===== src/rtl/pipe_stage_chain_if.sv =====
// pipe_stage_chain_if: payload in, forwarding taps, retire port and counters of the stage chain
interface pipe_stage_chain_if #(
    parameter int WIDTH = 32,
    parameter int DEPTH = 4,
    parameter int CNT_W = 16
);
    logic                   in_valid;
    logic [WIDTH-1:0]       in_data;
    logic                   in_ready;
    logic                   stall;
    logic [DEPTH-1:0]       flush;
    logic [DEPTH-1:0]       tap_valid;
    logic [DEPTH*WIDTH-1:0] tap_data;
    logic                   out_valid;
    logic [WIDTH-1:0]       out_data;
    logic [CNT_W-1:0]       retire_count;
    logic [CNT_W-1:0]       stall_count;

    modport master (
        output in_valid, in_data, stall, flush,
        input  in_ready, tap_valid, tap_data, out_valid, out_data, retire_count, stall_count
    );

    modport slave (
        input  in_valid, in_data, stall, flush,
        output in_ready, tap_valid, tap_data, out_valid, out_data, retire_count, stall_count
    );
endinterface


===== src/rtl/pipe_stage_chain.sv =====
// pipe_stage_chain: valid+payload register chain with load-use stall, per-stage flush and perf counters
module pipe_stage_chain #(
    parameter int WIDTH = 32,
    parameter int DEPTH = 4,
    parameter int HOLD  = 2,
    parameter int CNT_W = 16
) (
    input logic               clk,
    input logic               reset,
    pipe_stage_chain_if.slave bus
);
    generate
        if (DEPTH < 2 || HOLD < 1 || HOLD > DEPTH - 1) begin : g_bad_params
            $error("pipe_stage_chain: requires DEPTH >= 2 and 1 <= HOLD <= DEPTH-1");
        end
    endgenerate

    logic [DEPTH-1:0] v;
    logic [DEPTH-1:0] pv;
    logic [DEPTH-1:0] nv;
    logic [WIDTH-1:0] d  [DEPTH];
    logic [WIDTH-1:0] pd [DEPTH];
    logic [WIDTH-1:0] nd [DEPTH];
    logic [CNT_W-1:0] retire_count;
    logic [CNT_W-1:0] stall_count;

    assign pv = {v[DEPTH-2:0], bus.in_valid};

    // Next stage contents: hold below HOLD on stall, bubble at HOLD, flush wins, bubbles carry zero
    always_comb begin
        pd[0] = bus.in_data;
        for (int i = 1; i < DEPTH; i++) pd[i] = d[i-1];
        for (int i = 0; i < DEPTH; i++) begin
            nv[i] = ~bus.flush[i] & ((bus.stall && i < HOLD) ? v[i] : (bus.stall && i == HOLD) ? 1'b0 : pv[i]);
            nd[i] = nv[i] ? ((bus.stall && i < HOLD) ? d[i] : pd[i]) : '0;
        end
    end

    // Stage registers; reset discards everything in flight
    always_ff @(posedge clk) begin
        if (!reset) begin
            v <= '0;
            for (int i = 0; i < DEPTH; i++) d[i] <= '0;
        end else begin
            v <= nv;
            for (int i = 0; i < DEPTH; i++) d[i] <= nd[i];
        end
    end

    // Retire counter wraps; stall counter saturates at all-ones
    always_ff @(posedge clk) begin
        if (!reset) begin
            retire_count <= '0;
            stall_count  <= '0;
        end else begin
            retire_count <= retire_count + CNT_W'(v[DEPTH-1]);
            stall_count  <= (bus.stall && stall_count != '1) ? stall_count + 1'b1 : stall_count;
        end
    end

    for (genvar g = 0; g < DEPTH; g++) begin : g_tap
        assign bus.tap_data[g*WIDTH +: WIDTH] = d[g];
    end

    assign bus.tap_valid    = v;
    assign bus.out_valid    = v[DEPTH-1];
    assign bus.out_data     = d[DEPTH-1];
    assign bus.in_ready     = ~bus.stall;
    assign bus.retire_count = retire_count;
    assign bus.stall_count  = stall_count;
endmodule


===== src/flat_wrapper.sv =====
// flat-port wrapper written by rule: the top's interface ports become plain ports
module pipe_stage_chain_flat 
#(
    parameter int WIDTH = 32,
    parameter int DEPTH = 4,
    parameter int HOLD  = 2,
    parameter int CNT_W = 16
)
  (clk, reset, bus_in_valid, bus_in_data, bus_stall, bus_flush, bus_in_ready, bus_tap_valid, bus_tap_data, bus_out_valid, bus_out_data, bus_retire_count, bus_stall_count);
  pipe_stage_chain_if #(.WIDTH(WIDTH), .DEPTH(DEPTH), .CNT_W(CNT_W)) bus_i ();
  input logic clk;
  input logic reset;
  input wire logic [$bits(bus_i.in_valid)-1:0] bus_in_valid;
  input wire logic [$bits(bus_i.in_data)-1:0] bus_in_data;
  input wire logic [$bits(bus_i.stall)-1:0] bus_stall;
  input wire logic [$bits(bus_i.flush)-1:0] bus_flush;
  output wire logic [$bits(bus_i.in_ready)-1:0] bus_in_ready;
  output wire logic [$bits(bus_i.tap_valid)-1:0] bus_tap_valid;
  output wire logic [$bits(bus_i.tap_data)-1:0] bus_tap_data;
  output wire logic [$bits(bus_i.out_valid)-1:0] bus_out_valid;
  output wire logic [$bits(bus_i.out_data)-1:0] bus_out_data;
  output wire logic [$bits(bus_i.retire_count)-1:0] bus_retire_count;
  output wire logic [$bits(bus_i.stall_count)-1:0] bus_stall_count;
  assign bus_i.in_valid = bus_in_valid;
  assign bus_i.in_data = bus_in_data;
  assign bus_i.stall = bus_stall;
  assign bus_i.flush = bus_flush;
  assign bus_in_ready = bus_i.in_ready;
  assign bus_tap_valid = bus_i.tap_valid;
  assign bus_tap_data = bus_i.tap_data;
  assign bus_out_valid = bus_i.out_valid;
  assign bus_out_data = bus_i.out_data;
  assign bus_retire_count = bus_i.retire_count;
  assign bus_stall_count = bus_i.stall_count;
  pipe_stage_chain #(.WIDTH(WIDTH), .DEPTH(DEPTH), .HOLD(HOLD), .CNT_W(CNT_W)) u_core (.clk(clk), .reset(reset), .bus(bus_i));
endmodule

===== config.mk =====
export PLATFORM = sky130hd
export DESIGN_NAME = pipe_stage_chain_flat
export DESIGN_NICKNAME = d
export VERILOG_FILES = /design/src/rtl/pipe_stage_chain_if.sv /design/src/rtl/pipe_stage_chain.sv /design/src/flat_wrapper.sv
export SDC_FILE = /design/constraint.sdc
export NUM_CORES = 1
export LEC_CHECK = 0
export ABC_AREA = 1
export BUFFER_PORTS_ARGS = -buffer_cell sky130_fd_sc_hd__buf_2
export CAP_MARGIN = 15
export CORE_MARGIN = 1
export CORE_UTILIZATION = 45
export CTS_BUF_LIST = sky130_fd_sc_hd__clkbuf_8
export CTS_CLUSTER_SIZE = 40
export DETAILED_ROUTE_END_ITERATION = 8
export GPL_ROUTABILITY_DRIVEN = 0
export GPL_TIMING_DRIVEN = 1
export MAX_ROUTING_LAYER = met4
export PLACE_DENSITY = 0.78
export REMOVE_ABC_BUFFERS = 1
export SETUP_SLACK_MARGIN = 0.05
export SLEW_MARGIN = 10
export SYNTH_ARGS = -nofsm -noshare
export SYNTH_HDL_FRONTEND = slang
export SYNTH_SLANG_ARGS = --single-unit

===== constraint.sdc =====
create_clock -name clk -period 1.55 [get_ports clk]
set_input_delay 0.0775 -clock clk [delete_from_list [all_inputs] [get_ports clk]]
set_output_delay 0.0775 -clock clk [all_outputs]
set_load 0.05 [all_outputs]

# Yosys cells after proc, flatten, opt, wreduce, memory -nomap -nowiden
# Memory sizes are Yosys's and may differ from the RTL's.
# Index checks and enable logic that the tools add are counted.
# W data, S select, Z words.
# classes
n_reduce_logical	1
eq_ne	1
muxes	15
n_bitwise	13
addsub	2
# op_table
op	n
$mux W32	10
$add A16 B1 Y16	1
$add A16 B1 Y16 const B	1
$ne A16 B16 Y1 const B	1
$mux W1	5
$not A1 Y1	5
$and A1 B1 Y1	4
$or A1 B1 Y1	4
$logic_and A1 B1 Y1	1
# word_totals
regBits	36
mem_count	1
inputBits	40
output_inout_bits	198
wordCells	36
mem_bits_rw	128
# mem_list
name	words	word_bits	read_ports	rd_ports_with_merged_regs	wr	line_no	rtl
u_core.d	4	32	4	0	4	pipe_stage_chain.sv:21	logic [WIDTH-1:0] d [DEPTH];

# Depth between registers and ports, before layout
# Gate-level depths: netlist of run 1.
# depth
word_depth	4
depth_mapped	9

# Least setup slack after synthesis of run 1
# OpenSTA, ideal clock, no wires.
# synth_timing
kind	register to register
start	register u_core.v[3], in the netlist u_core.bus.tap_valid[3]
end	register u_core.retire_count[12], in the netlist u_core.bus.retire_count[12]
n_path_buf	0
setup_slack_ns	-0.402
arrival_ns	1.835
setup_ns	0.117
stages_incl_launch_ff	10
period_less_slack_ns	1.952
path_cell_list	dfxtp_1 > ha_1 > ha_1 > nand2_1 > nor2_1 > nand2_1 > nor2_1 > nand3_1 > nand2_1 > nor2_1
# synth_between
elab_chain_cells	1
# synth_lines
item	line_no	rtl
start: declaration	pipe_stage_chain.sv:18	logic [DEPTH-1:0] v;
start signal: assignment	pipe_stage_chain.sv:45	v <= nv;
$add A16 B1 Y16	pipe_stage_chain.sv:56	retire_count <= retire_count + CNT_W'(v[DEPTH-1]);
end signal: assignment	pipe_stage_chain.sv:56	
end: declaration	pipe_stage_chain.sv:24	logic [CNT_W-1:0] retire_count;
# Every way passes these cells.
# A chain may end at the register's enable or synchronous reset.

==> results of run 1 <==
==> cell usage after synthesis <==
master	number
buf_2	19
nand3b_1	1
o21a_1	2
buf_6	1
o21ai_0	2
nor2_1	125
nor2_4	5
nand2_2	4
inv_2	3
dfxtp_1	164
buf_4	36
a21oi_1	83
nand4_1	3
clkbuf_1	5
ha_1	4
xor2_1	1
nand2_1	195
nor3_1	7
inv_1	98
o21ai_2	2
nor2_2	1
buf_1	3
and3_1	1
nor3_2	3
nand3_1	21
nand4_4	1
==> flip-flops by register name, summed over array words and instances, names as in the netlist <==
signal                   count
u_core.bus.retire_count     16
u_core.bus.stall_count      16
u_core.d                   128
u_core.bus.tap_valid         4
==> area by class of cell <==
class,instances,area (µm²)
clock buffer,18,248
multi-input combinational,465,2170
sequential,164,3290
inverter,101,379
timing repair buffer,289,1720
tap,176,220
fill,1172,5100
clock inverter,13,126
==> worst paths after layout <==
path                              start                          end  slack, ns  depth (start not counted)
min                        bus_flush[0]               u_core.d[0][3]       0.07                          4
max                               reset               u_core.d[0][9]       0.08                          7
min reg2reg              u_core.d[2][6]               u_core.d[3][6]       0.43                          2
max reg2reg  u_core.bus.retire_count[0]  u_core.bus.retire_count[10]       0.12                          8
==> kinds of logic after synthesis <==
logic type	after synthesis
fa+ha+maj	4
xor+xnor	1
compound gates	89
flops	164
buf+inv	165
simple gates	367
==> per-stage QoR <==
| step | worst slack [ns] | instances |
|---|---|---|
| floorplan | -0.752 | 726 |
| global placement | -0.00627 | 1151 |
| detailed placement | -0.0717 | 1151 |
| CTS | 0.0657 | 1217 |
| global route | 0.0537 | 1226 |
| finish | 0.0831 | 1226 |
==> power by group through the flow <==
stage	Clock, mW	Combinational [mW]	Sequential [mW]
after CTS	3.00	0.429	4.25
final	2.95	0.460	4.26
after global routing	3.19	0.492	4.26
after floorplan	0	0.111	4.43
after detailed placement	0	0.359	4.35
after global placement	0	0.357	4.35
==> worst max-delay path: cells and delay by family <==
| family | cells | cell delay (ns) |
|---|---|---|
| AOI/OAI and AO/OA | 2 | 0.40 |
| buffers and inverters | 4 | 1.11 |
| and+or+nand+nor | 1 | 0.24 |
==> repair_timing <==
item / CTS / global route
pin swaps: 0 / 7
cloned: 0 / 4
endpoints found under the hold margin: 43 / 0
hold buffers: 35 / 0
resized for setup: 2 / 20
setup endpoints to repair: 3 / 72
buffers inserted: 0 / 5
==> layer usage <==
layer	vias up	wire length, µm
met4	0	363
met2	214	8060
met5	-	0
met3	31	939
li1	2875	-
met1	2621	7160
==> impl_metrics.yaml, run 1 <==
status:
  status: "finished, final reports clean"
layout:
  final_common_cell: "buf_2"
  antenna_cells: 0
  fin_util: 0.615
  syn_to_final_growth_pct: 33.6
  layout-drive-gt1-share: 0.305
  final_area_um2: 8150
  fin_nets: 1082
  mostFrequentLayoutCells: "236 x buf_2, 194 x nand2_1, 158 x dfxtp_1"
grt:
  grt_pass1_vias: 4937
  overflow: 0
  grt_max_degree: 72
  met2_usage: 0.373
  use_met3: 0.0463
  grt_pass1_wl_mm: 23.9
  antenna_found_initial: 0
  track_usage: 0.224
  met1_usage: 0.262
  top_usage_layer: "met2"
sta:
  slew_headroom: 0.537
  drv_slew: 0
  setup_tns_ns: 0
  tightest_slew_ns: 0.692
  timing.hold.ws_ns: 0.0661
  fin_skew_ns: 0.00925
  timing.final.crit_share: 0.946
  finalSetupViolCount: 0
  fmax_ghz: 0.682
  min_period_ns: 1.47
  hold_viol_final: 0
  grt_setup_unrepaired: "no"
routing:
  drt_first_iter_violations: 379
  ant_nets: 0
  viasPerCell: 4.68
  post_drt_wl_per_cell_um: 13.5
  first_pass_iters: 5
  vias: 5741
  wl_mm: 16.5
  drcViolationCount: 0
power:
  finalPower_mw: 7.66
  powerDensity_nw_per_um2: 941
  p_int_mw: 5.73
  p_leak_nw: 3.68
  switching_share: 0.252
  p_seq_frac: 0.555
  pwr-share-comb: 0.060
  pwr-share-clk: 0.385
  vdd_ir_drop_max_v: 0.000638
  p_sw_mw: 1.93
logic_synthesis:
  synth_seq_cells: 164
  ys_seq_area_frac: 0.538
  synth_compound_area_frac: 0.0751
  synthTopCellsByArea: "dfxtp_1 54%, nand2_1 12%, nor2_1 7.7%, a21oi_1 6.8%, inv_1 6.0%"
  netlist_instances: 790
  synthXorXnorAreaFrac: 0.00144
  synth_fa_ha_area_frac: 0.00821
  synth_top_family_by_area: "simple AND/OR/NAND/NOR gates"
  synthMuxAreaShare: 0
  synth_warnings: 0
  synth.avg_cell_area_um2: 7.72
  synth_area_um2: 6100
  synth-simple-area-share: 0.248
  ys_types: 26
  synth_top_area_share: 0.538
  yosysTopAreaCell: "dfxtp_1"
placement:
  io_buffer_count: 237
  hpwlAfterDp_mm: 10.2
  dpl_cell_area_um2: 7250
floorplan:
  die_y_um: 118
  io_pins: 238
  rows: 42
  dieArea_um2: 14000
  core_area_um2: 13200
  start_util: 0.461
  die_w_um: 118
worst_setup_path:
  critPathKind: "input pin to flop"
  slowest_delay_ns: 0.54
  cp_slowest_cell: "dlygate4sd3_1"
  cp_cell_sequence: "dlygate4sd3_1 > clkbuf_4 > inv_2 > nor3_4 > buf_4 > o21ai_4 > a21oi_1"
  critPathArrivalTime_ns: 1.84
  crit_path_end_kind: "flop"
  cp-start-kind: "input pin"
  crit_required_ns: 1.92
  crit_fanout: 16
clock_tree:
  cts_inserted_buffers: 17
  clock_path_buffers: 2
  cts.sinks: 164
  clk_latency_ns: 0.44
  ctsHtreeMaxLevel: 4
  cts_tree: "built"
  cts_root_buffer: "clkbuf_8"
  path_clk_slew_ns: 0.09
hold_path:
  hp-class: "input pin to flop"
flow_run:
  maxCapViolCount: 0
No activity file was read; power rests on OpenSTA's default activity.
==> inputs of run 2 (changes only) <==
--- a/config.mk
+++ b/config.mk
@@ -9,14 +9,13 @@
 export BUFFER_PORTS_ARGS = -buffer_cell sky130_fd_sc_hd__buf_2
 export CAP_MARGIN = 15
 export CORE_MARGIN = 1
-export CORE_UTILIZATION = 45
-export CTS_BUF_LIST = sky130_fd_sc_hd__clkbuf_8
+export CORE_UTILIZATION = 44
 export CTS_CLUSTER_SIZE = 40
 export DETAILED_ROUTE_END_ITERATION = 8
 export GPL_ROUTABILITY_DRIVEN = 0
 export GPL_TIMING_DRIVEN = 1
 export MAX_ROUTING_LAYER = met4
-export PLACE_DENSITY = 0.78
+export PLACE_DENSITY = 0.76
 export REMOVE_ABC_BUFFERS = 1
 export SETUP_SLACK_MARGIN = 0.05
 export SLEW_MARGIN = 10
==> run 2 against run 1 <==
Compared with the run above:
- sequential share of layout area decreased by 0.56 points
- wire length decreased by 2.7%
- register-to-register slack about the same
- sequential power about the same
- die area increased by 2.2%
- clock power increased by 38%
- critical endpoint is now u_core.bus.stall_count[9]
- largest power group unchanged
==> impl_metrics.yaml, run 2 (same netlist as run 1, synthesis figures left out) <==
status:
  status: "finished, final reports clean"
clock_tree:
  ctsHtreeMaxLevel: 4
  cts_inserted_buffers: 17
  cts_tree: "built"
  clk_latency_ns: 0.42
  cts_root_buffer: "clkbuf_16"
  cts.sinks: 164
  path_clk_slew_ns: 0.06
  clock_path_buffers: 2
layout:
  antenna_cells: 0
  largest_register: "u_core.d"
  fin_nets: 1081
  syn_to_final_growth_pct: 35.5
  top_regs: "u_core.d (128), u_core.bus.retire_count (16), u_core.bus.stall_count (16)"
  largest_reg_flops: 128
  final_common_cell: "buf_2"
  nFillCells: 1195
  mostFrequentLayoutCells: "237 x buf_2, 193 x nand2_1, 158 x dfxtp_1"
  layout-drive-gt1-share: 0.305
  fin_util: 0.617
worst_setup_path:
  regToRegStartpoint: "u_core.bus.stall_count[13]"
  r2r_cells: 6
  worstReg2RegEnd: "u_core.bus.stall_count[9]"
  critPathArrivalTime_ns: 1.74
  crit_path_end_kind: "flop"
  rrSetupSlack_ns: 0.13
  crit_fanout: 8
  cp-start-kind: "flop"
  critPathKind: "flop to flop"
  crit_required_ns: 1.86
grt:
  grt_pass1_vias: 4991
  grt_pass1_wl_mm: 24.6
  grt_max_degree: 72
  overflow: 0
  antenna_found_initial: 0
  track_usage: 0.227
sta:
  min_period_ns: 1.42
  fin_skew_ns: 0.00819
  hold_viol_final: 0
  fmax_ghz: 0.704
  slew_headroom: 0.324
  drv_slew: 0
  tightest_slew_ns: 1.01
  finalSetupViolCount: 0
  grt_setup_unrepaired: "yes"
  timing.final.crit_share: 0.917
routing:
  drcViolationCount: 0
  ant_nets: 0
  post_drt_wl_per_cell_um: 13.1
  vias: 5670
  viasPerCell: 4.62
  drt_first_iter_violations: 414
  first_pass_iters: 4
  wl_mm: 16.1
power:
  p_leak_nw: 3.76
  finalPower_mw: 8.77
  powerDensity_nw_per_um2: 1060
  vdd_ir_drop_max_v: 0.000635
placement:
  hpwlAfterDp_mm: 10.3
  io_buffer_count: 237
floorplan:
  core_area_um2: 13400
  io_pins: 238
  die_y_um: 120
  die_w_um: 120
  rows: 42
  start_util: 0.455
  dieArea_um2: 14300
hold_path:
  hp-class: "input pin to flop"
  hold-path-cell-count: 3
  hold_start: "reset"
  min_to: "u_core.bus.retire_count[13]"
flow_run:
  maxCapViolCount: 0
==> run 2: what timing repair did <==
item / 4_1_cts / 5_1_grt
setup buffers: 2 / 3
cloned: 0 / 2
setup endpoints to repair: 3 / 31
resized for setup: 3 / 12
hold buffers: 34 / 0
pin swaps: 2 / 9
endpoints found under the hold margin: 34 / 0
==> run 2: per-stage QoR <==
stage          setup TNS [ns]  cells  setup WS (ns)  instance area, µm²  hold slack [ns]
3_3_place_gp          -0.0288   1153        -0.0134                7240            0.283
4_1_cts                     0   1221         0.0609                8190           0.0115
6_report                    0   1226          0.129                8260           0.0262
2_1_floorplan           -6.93    726         -0.752                5690            0.161
5_1_grt                     0   1226         0.0234                8260           0.0334
3_5_place_dp           -0.173   1153        -0.0615                7240            0.277
==> run 2: worst max path at each step <==
stage,from,depth (start not counted),endpoint
floorplan,u_core.bus.tap_valid[3],8,u_core.bus.retire_count[10]
CTS,u_core.bus.retire_count[0],8,u_core.bus.retire_count[10]
global placement,u_core.bus.retire_count[0],9,u_core.bus.retire_count[12]
finish,u_core.bus.stall_count[13],6,u_core.bus.stall_count[9]
global route,u_core.bus.tap_valid[0],2,u_core.d[0][0]
detailed placement,u_core.bus.retire_count[0],9,u_core.bus.retire_count[12]
==> run 2: critical path: stages, from the launching register on <==
cell and delay, ns:
dfxtp_1 0.41, nand2_1 0.15, nor2_4 0.16, buf_4 0.13, nand4_2 0.21, a21oi_1 0.20, nor2_1 0.06
==> run 2: metal layers <==
layer  GRT usage  part of all wire  wire (µm)
met1       0.272              0.43       6970
met2       0.371              0.49       7890
met3      0.0428             0.050        797
met4       0.102             0.026        410
met5           -                 0          0
==> run 2: cell type report <==
class / instances / area (µm²) / share of cell area
clock buffer: 18 / 429 / 0.0519
clock inverter: 14 / 148 / 0.0179
inverter: 101 / 379 / 0.0459
multi-input combinational: 463 / 2100 / 0.254
sequential: 164 / 3290 / 0.398
tap: 176 / 220 / 0.0267
timing repair buffer: 290 / 1690 / 0.205
==> run 2: power breakdown <==
| part | internal, mW | switching [mW] | total (mW) |
|---|---|---|---|
| registers | 4.24 | 0.0209 | 4.26 |
| logic | 0.162 | 0.273 | 0.435 |
| clock network | 2.27 | 1.81 | 4.08 |
| total | 6.67 | 2.11 | 8.77 |
